## src/rtl/serial_add_ctrl.sv

```systemverilog
// rtl/serial_add_ctrl.sv - bit-serial adder controller, one full-adder slice over WIDTH cycles
module serial_add_ctrl #(
  parameter int WIDTH = 8
) (
  input  logic             clk,
  input  logic             reset,
  input  logic             start,
  input  logic [WIDTH-1:0] a,
  input  logic [WIDTH-1:0] b,
  input  logic             c_in,
  output logic             busy,
  output logic             done,
  output logic [WIDTH-1:0] sum,
  output logic             c_out
);

  localparam int CW = (WIDTH > 2) ? $clog2(WIDTH) : 1;
  localparam logic [CW-1:0] LAST = CW'(WIDTH - 1);

  localparam logic [1:0] ST_IDLE = 2'd0;
  localparam logic [1:0] ST_RUN  = 2'd1;
  localparam logic [1:0] ST_DONE = 2'd2;

  logic [1:0]       state_q, state_d;
  logic [WIDTH-1:0] a_sh_q, a_sh_d;
  logic [WIDTH-1:0] b_sh_q, b_sh_d;
  logic [WIDTH-1:0] s_sh_q, s_sh_d;
  logic [WIDTH-1:0] sum_q, sum_d;
  logic             cy_q, cy_d;
  logic             c_out_q, c_out_d;
  logic [CW-1:0]    cnt_q, cnt_d;
  logic             s_bit, c_bit;

  assign s_bit = a_sh_q[0] ^ b_sh_q[0] ^ cy_q;
  assign c_bit = (a_sh_q[0] & b_sh_q[0]) | (a_sh_q[0] & cy_q) | (b_sh_q[0] & cy_q);

  always_comb begin
    state_d = state_q;
    a_sh_d  = a_sh_q;
    b_sh_d  = b_sh_q;
    s_sh_d  = s_sh_q;
    sum_d   = sum_q;
    cy_d    = cy_q;
    c_out_d = c_out_q;
    cnt_d   = cnt_q;
    case (state_q)
      ST_IDLE, ST_DONE: begin
        // DONE exits straight into an accept so a held start yields one op per WIDTH+1 cycles
        state_d = ST_IDLE;
        if (start) begin
          state_d = ST_RUN;
          a_sh_d  = a;
          b_sh_d  = b;
          cy_d    = c_in;
          cnt_d   = '0;
        end
      end
      ST_RUN: begin
        a_sh_d = a_sh_q >> 1;
        b_sh_d = b_sh_q >> 1;
        s_sh_d = {s_bit, s_sh_q[WIDTH-1:1]};
        cy_d   = c_bit;
        cnt_d  = cnt_q + 1'b1;
        if (cnt_q == LAST) begin
          sum_d   = {s_bit, s_sh_q[WIDTH-1:1]};
          c_out_d = c_bit;
          cnt_d   = '0;
          state_d = ST_DONE;
        end
      end
      default: state_d = ST_IDLE;
    endcase
  end

  always_ff @(posedge clk or negedge reset) begin
    if (!reset) begin
      state_q <= ST_IDLE;
      a_sh_q  <= '0;
      b_sh_q  <= '0;
      s_sh_q  <= '0;
      sum_q   <= '0;
      cy_q    <= 1'b0;
      c_out_q <= 1'b0;
      cnt_q   <= '0;
    end else begin
      state_q <= state_d;
      a_sh_q  <= a_sh_d;
      b_sh_q  <= b_sh_d;
      s_sh_q  <= s_sh_d;
      sum_q   <= sum_d;
      cy_q    <= cy_d;
      c_out_q <= c_out_d;
      cnt_q   <= cnt_d;
    end
  end

  assign busy  = (state_q == ST_RUN);
  assign done  = (state_q == ST_DONE);
  assign sum   = sum_q;
  assign c_out = c_out_q;

endmodule

```

## config.mk

```make
export PLATFORM = sky130hd
export DESIGN_NAME = serial_add_ctrl
export DESIGN_NICKNAME = d
export VERILOG_FILES = /design/src/rtl/serial_add_ctrl.sv
export SDC_FILE = /design/constraint.sdc
export NUM_CORES = 1
export LEC_CHECK = 0
export BUFFER_PORTS_ARGS = -buffer_cell sky130_fd_sc_hd__buf_2
export CORE_MARGIN = 10
export CORE_UTILIZATION = 50
export CTS_CLUSTER_SIZE = 12
export DETAILED_ROUTE_END_ITERATION = 8
export GPL_TIMING_DRIVEN = 0
export MAX_ROUTING_LAYER = met4
export PLACE_DENSITY = 0.83
export RECOVER_POWER = 50
export SYNTH_ARGS = -nofsm -noshare
export SYNTH_HDL_FRONTEND = slang
export SYNTH_SLANG_ARGS = --single-unit
```

## constraint.sdc

```tcl
create_clock -name clk -period 1.5 [get_ports clk]
set_input_delay 0.3 -clock clk [delete_from_list [all_inputs] [get_ports clk]]
set_output_delay 0.3 -clock clk [all_outputs]
set_load 0.005 [all_outputs]
```

---- Word-level counts from Yosys, hierarchy flattened ----
Cells that the tools add are included.
word-level totals
  register bits ........................... 39
  bits of input ports ..................... 20
  output and inout bits ................... 11
  word-level logic and storage cells ...... 38
cells by class
  add/sub/neg operators ................... 1
  eq/ne operators ......................... 5
  muxes and demuxes ....................... 12
  bitwise operators ....................... 7
  reduce and logical (&&, ||, !) cells .... 5
operator list
  cell                   count
  $pmux W8 S2            2
  $mux W8                2
  $mux W3                2
  $pmux W3 S2            1
  $pmux W2 S2            1
  $reduce_and A2 Y1      2
  $add A3 B1 Y3 const B  1
  $and A1 B1 Y1          3
  $eq A3 B3 Y1 const B   1
  $eq A2 B1 Y1 const B   1
  $eq A2 B2 Y1 const B   1
  $logic_not A2 Y1       1
  $mux W1                2
  $mux W2                1
  $ne A2 B1 Y1 const B   1
  $ne A2 B2 Y1 const B   1
  $or A1 B1 Y1           2
  $pmux W1 S2            1
  $reduce_bool A2 Y1     1
  $reduce_or A2 Y1       1
  $xor A1 B1 Y1          2

---- Depth between registers and ports, before layout ----
Gate-level depths: netlist of the first run.
  depth in word-level cells ............... 4
  mapped depth ............................ 5
  mapped depth without buffers ............ 4

---- Worst setup path before layout of the first run ----
Ideal clock, no wire load.
  path type ............................... flip-flop to flip-flop
  from .................................... register cnt_q[0]
  to ...................................... register c_out_q, in the netlist c_out
  setup time .............................. 0.128 ns
  arrival time ............................ 1.321 ns
  required time ........................... 1.372 ns
  setup slack ............................. 0.052 ns
  stages on the path, launching flop included .. 6
  buffers on the path ..................... 1
  period minus slack after synthesis ...... 1.448 ns
  path through ............................ dfrtp_1 ha_1 ha_1 nand3b_1 buf_4 mux2_1
on the way
  word-level cells in the longest chain between the ends .. 2
RTL lines
  what                         RTL line  text
  start, declared              31        logic [CW-1:0] cnt_q, cnt_d;
  start signal, assigned       93        cnt_q <= cnt_d;
  $eq A3 B3 Y1                 64        if (cnt_q == LAST) begin
  $reduce_and A2 Y1 (no line)  --
  end signal, assigned         92        c_out_q <= c_out_d;
  end, declared                30        logic c_out_q, c_out_d;
No other way between the ends.
A chain may end at the register's enable or synchronous reset.

---- Worst setup path in the final report of the first run ----
  from .................................... register cnt_q[1]
  to ...................................... register sum_q[4], in the netlist sum[4]
on the way
  word-level cells in the longest chain between the ends .. 2
RTL lines
  what                         RTL line  text
  $eq A3 B3 Y1                 64
  $reduce_and A2 Y1 (no line)  --
  end signal, assigned         90        sum_q <= sum_d;
  end, declared                28        logic [WIDTH-1:0] sum_q, sum_d;
No other way between the ends.

==> impl_metrics.csv, run 1 <==
group,metric,value,unit
pwr,internal_power,3.06,mW
setup_path,endpoint_kind,"flip-flop",
cells_and_area,layout.nets,202,
sta,slew_headroom,0.387,
cts,tritoncts,"done",
drt,first_iter_violations,65,
placed_design,placed_cells,210,
pwr,switching_power,1.47,mW
min_path,hp-class,"input port to asynchronous set/reset pin",
yosys,ys_types,21,
yosys,ys_seq_area_frac,0.517,
cells_and_area,nFillCells,262,
sta,setup_viol,0,
setup_path,crit_fanout,5,
drt,wirelength,3.93,mm
grt,grt_overflow,0,
sta,min_period,1.50,ns
drt,drc,0,
pwr,switching_share,0.324,
cells_and_area,final_util,0.669,
setup_path,start_kind,"flip-flop",
die,die_h,80.7,um
sta,tightest_slew,0.919,ns
sta,fin_skew,0.00314,ns
yosys,syn_area_per_cell,13.7,sq um
yosys,yosys_warnings,0,
grt,antenna_found_initial,0,
cts,clkSlewWorstSetupHoldPaths,0.07,ns
cts,ctsHoldBuffers,0,
cells_and_area,final_cells,226,
cts,clock_path_buffers,2,
run_status,outcome,"complete, no violations",
die,start_util,0.534,
pwr,power_density,1970,nW/um^2
pwr,pwr-share-clk,0.190,
yosys,syn_nets,157,
cts,cts_root_buffer,"clkbuf_8",
drt,num_vias,1220,
sta,fin_setup_tns,0,ns
pwr,power_leakage,1.17,nW
grt,grt_pass1_wl,6.27,mm
cells_and_area,drive_gt1_frac,0.444,
cells_and_area,layout_commonest_cell,"mux2i_1",
drt,wl_per_cell,17.4,um
die,io_pins,31,
placed_design,dp_hpwl,2.59,mm
die,rows,21,
sta,whs,0.122,ns
cells_and_area,final_cell_mix,"47 x mux2i_1, 37 x dfrtp_1, 31 x buf_2, 11 x buf_4, 9 x mux2_4",
placed_design,place_ws,-0.0899,ns
die,chipWidth,80.7,um
sta,max_freq,668,MHz
setup_path,arrival,1.68,ns
drt,final_antenna_net_count,0,
grt,grt_max_degree,39,
grt,grt_usage,0.128,
drt,dr.pass1.iters,4,
cts,htree_levels,2,
sta,grt_setup_unrepaired,"true",
flow_run,drv_cap,0,
yosys,synthCells,134,
sta,slew_viol_final,0,
cells_and_area,n_antenna_cell,0,
cts,clock-sinks,38,
setup_path,crit_required,1.68,ns
cells_and_area,syn2layout_area_growth,25.2,%
grt,grt_pass1_vias,1330,
cells_and_area,final_area,2300,sq um
placed_design,place.gp.congestion,0.742,
sta,fin_ws,0.00197,ns
sta,finalHoldViolations,0,
cts,cts-buffers-inserted,5,
pwr,ir_worst_vdd,0.948,mV
pwr,power_frac_comb,0.399,
sta,period_share,0.999,
die,fp.dieArea,6500,sq um
pwr,power.total,4.53,mW
placed_design,post_dp_cell_area,2050,sq um
setup_path,crit_type,"flip-flop to flip-flop",
drt,via_per_inst,5.40,
cts,clk_latency,0.30,ns
setup_path,r2r_slack,0.002,ns
yosys,ys_seq_elements,38,
placed_design,portBuffers,30,
yosys,synth_area,1840,sq um
pwr,pwr-share-seq,0.411,
die,core,3440,sq um
[per-layer routing]
| metal | up-vias | wire length [um] | part of all wire | track usage |
|---|---|---|---|---|
| met4 | 0 | 73 | 0.019 | 0.0484 |
| met1 | 607 | 1610 | 0.41 | 0.131 |
| met2 | 32 | 1970 | 0.50 | 0.210 |
| li1 | 571 | - | - | - |
| met5 | - | 0 | 0 | - |
| met3 | 10 | 281 | 0.072 | 0.0579 |
[worst max-delay path, cell delays in order, from the launching register on]
cell and delay (ns):
dfrtp_1 0.39, ha_2 0.21, ha_4 0.16, nand3b_1 0.15, buf_6 0.17, mux2_4 0.31
[path summary, 6_finish.rpt]
| check | startpoint | endpoint | cells after the start |
|---|---|---|---|
| worst max-delay path | cnt_q[1] | sum[4] | 5 |
| worst min-delay path | reset | sum[0] | 1 |
| worst max register to register | cnt_q[1] | sum[4] | 5 |
| worst min register to register | sum[6] | sum[6] | 1 |
| max in group asynchronous | reset | state_q[1] | 1 |
| min in group clk | start | state_q[0] | 3 |
[Yosys cell counts, drive strengths merged]
master,number,area share
a22o,1,0.0048
a31o,1,0.0048
buf,10,0.034
dfrtp,38,0.52
fa,1,0.011
ha,2,0.014
inv,2,0.0041
mux2,17,0.10
mux2i,47,0.26
nand2b,2,0.0068
nand3,4,0.011
nand3b,1,0.0041
nand4bb,1,0.0061
nor2,1,0.0020
nor2b,1,0.0034
nor4b,1,0.0048
o21ai,3,0.0082
or3b,1,0.0048
[state kept, by name, indices dropped and copies added, names as in the netlist]
| name | cells |
|---|---|
| cy_q | 1 |
| state_q | 2 |
| c_out | 1 |
| b_sh_q | 8 |
| sum | 8 |
| s_sh_q | 7 |
| cnt_q | 3 |
| a_sh_q | 8 |
[layout make-up]
type	instances	area [sq um]	share of cell area
Tap cell	46	57.6	0.0250
Clock buffer	5	68.8	0.0299
Multi-Input combinational cell	84	875	0.380
Sequential cell	38	952	0.414
Inverter	2	10.0	0.00435
Timing Repair Buffer	39	228	0.0989
Clock inverter	3	40.0	0.0174
Buffer	9	71.3	0.0310
[power groups by stage]
stage | Sequential, mW | Combinational [mW] | Clock [mW]
floorplan | 1.76 | 1.10 | 0
detailed placement | 1.84 | 1.50 | 0
global route | 1.93 | 1.97 | 0.918
global placement | 1.79 | 1.41 | 0
CTS | 1.83 | 1.64 | 0.873
finish | 1.86 | 1.81 | 0.858
[cell families after synthesis]
group,synth area share
mux,0.360
compound gates,0.0177
simple gates,0.0429
flops,0.517
fa+ha+maj,0.0245
buf+inv,0.0381
[what timing repair did]
item,4_1_cts,5_1_grt
buffers inserted,5,3
pin swaps,0,1
setup endpoints to repair,11,11
hold endpoints to repair,0,0
resized for setup,11,11
gates cloned,1,0
No activity file was read; power rests on OpenSTA's default activity.
==> inputs of run 2 (changes only) <==
--- a/config.mk
+++ b/config.mk
@@ -8,6 +8,7 @@
 export BUFFER_PORTS_ARGS = -buffer_cell sky130_fd_sc_hd__buf_2
 export CORE_MARGIN = 10
 export CORE_UTILIZATION = 50
+export CTS_BUF_LIST = sky130_fd_sc_hd__clkbuf_16
 export CTS_CLUSTER_SIZE = 12
 export DETAILED_ROUTE_END_ITERATION = 8
 export GPL_TIMING_DRIVEN = 0
==> impl_metrics.csv, run 2 (synthesis gave the netlist of run 1 again) <==
group,metric,value,unit
grt,grt_max_degree,39,
setup_path,crit_fanout,5,
drt,drc,0,
sta,period_share,0.994,
sta,finalHoldViolations,0,
placed_design,place_ws,-0.0899,ns
cells_and_area,layout.nets,201,
setup_path,crit_required,1.67,ns
placed_design,portBuffers,30,
cells_and_area,final_util,0.680,
drt,wirelength,3.80,mm
flow_run,drv_cap,0,
setup_path,endpoint_kind,"flip-flop",
setup_path,start_kind,"flip-flop",
die,start_util,0.534,
grt,grt_overflow,0,
die,rows,21,
setup_path,rr_worst_depth,5,
cts,clock-sinks,38,
cts,cts-buffers-inserted,5,
die,core,3440,sq um
min_path,hp-class,"input port to asynchronous set/reset pin",
cts,cts_root_buffer,"clkbuf_16",
placed_design,dp_hpwl,2.59,mm
cells_and_area,nFillCells,251,
drt,via_per_inst,5.29,
cells_and_area,final_cells,225,
sta,fin_ws,0.00964,ns
cells_and_area,drive_gt1_frac,0.441,
die,die_h,80.7,um
setup_path,arrival,1.66,ns
grt,grt_pass1_vias,1329,
setup_path,crit_type,"flip-flop to flip-flop",
pwr,ir_worst_vdd,0.935,mV
grt,grt_usage,0.126,
sta,setup_viol,0,
sta,slew_headroom,0.387,
grt,grt_pass1_wl,6.23,mm
pwr,power_leakage,1.18,nW
sta,max_freq,671,MHz
cells_and_area,syn2layout_area_growth,27.3,%
sta,fin_setup_tns,0,ns
cells_and_area,final_cell_mix,"47 x mux2i_1, 37 x dfrtp_1, 32 x buf_2, 10 x buf_4, 9 x mux2_4",
cts,clkSlewWorstSetupHoldPaths,0.06,ns
cells_and_area,n_antenna_cell,0,
drt,wl_per_cell,16.9,um
placed_design,placed_cells,210,
sta,tightest_slew,0.919,ns
drt,final_antenna_net_count,0,
drt,num_vias,1190,
sta,min_period,1.49,ns
drt,dr.pass1.iters,3,
die,io_pins,31,
drt,first_iter_violations,68,
placed_design,place.gp.congestion,0.742,
sta,fin_skew,0.00313,ns
cts,ctsHoldBuffers,0,
run_status,outcome,"complete, no violations",
cts,clk_latency,0.28,ns
pwr,power_density,2040,nW/um^2
cts,clock_path_buffers,2,
sta,grt_setup_unrepaired,"true",
sta,slew_viol_final,0,
die,chipWidth,80.7,um
cells_and_area,layout_commonest_cell,"mux2i_1",
die,fp.dieArea,6500,sq um
grt,antenna_found_initial,0,
cts,htree_levels,2,
cts,tritoncts,"done",
[run 2: cell count changes in the layout (fill, tap and decap cells not counted)]
cell / before / now
clkbuf_16: 0 / 5
inv_4: 1 / 0
buf_6: 5 / 4
buf_2: 31 / 32
buf_4: 11 / 10
clkbuf_8: 5 / 0
inv_2: 0 / 1
[run 2: final timing paths]
check | start | to | slack [ns]
min in group clk | start | state_q[0] | 0.28
worst min-delay path | reset | sum[0] | 0.14
max in group asynchronous | reset | state_q[1] | 0.72
worst max-delay path | cnt_q[1] | sum[4] | 0.01
worst min register to register | sum[3] | sum[3] | 0.50
worst max register to register | cnt_q[1] | sum[4] | 0.01
[run 2: cell type report]
type / instances / area [sq um] / area share
multi-input cells: 84 / 875 / 0.373
clock inverters: 3 / 40.0 / 0.0171
plain buffers: 9 / 71.3 / 0.0304
repair buffers: 38 / 214 / 0.0913
clock buffers: 5 / 125 / 0.0534
flip-flops and latches: 38 / 952 / 0.407
inverters: 2 / 7.51 / 0.00321
well taps: 46 / 57.6 / 0.0246
[run 2: timing repair]
item / in CTS / in global routing
setup buffers: 5 / 2
resized for setup: 12 / 8
cloned: 1 / 0
pin swaps: 0 / 1
setup endpoints to repair: 11 / 10
[run 2: through the flow]
stage	power [mW]	cell area, sq um	hold WS [ns]
after floorplan	2.85	1840	0.00441
after global placement	3.20	2050	0.430
after detailed placement	3.34	2050	0.440
after CTS	4.69	2290	0.141
after global routing	5.07	2340	0.218
final	4.79	2340	0.139
[run 2: power by group]
| group | switching [mW] | internal (mW) | leakage [nW] | total (mW) |
|---|---|---|---|---|
| registers | 0.350 | 1.50 | 0.469 | 1.85 |
| clock network | 0.401 | 0.777 | 0.0836 | 1.18 |
| logic | 0.709 | 1.05 | 0.630 | 1.76 |
[run 2: layer usage]
metal | GRT usage | vias to the layer above | part of all wire
li1 | - | 567 | -
met1 | 0.131 | 587 | 0.41
met2 | 0.206 | 28 | 0.50
met3 | 0.0445 | 8 | 0.068
met4 | 0.0675 | 0 | 0.022
met5 | - | - | 0
[run 2: worst max-delay path: stages, from the launching register on]
cell and delay [ns]:
dfrtp_1 0.38, ha_2 0.21, ha_4 0.16, nand3b_1 0.15, buf_6 0.17, mux2_4 0.30
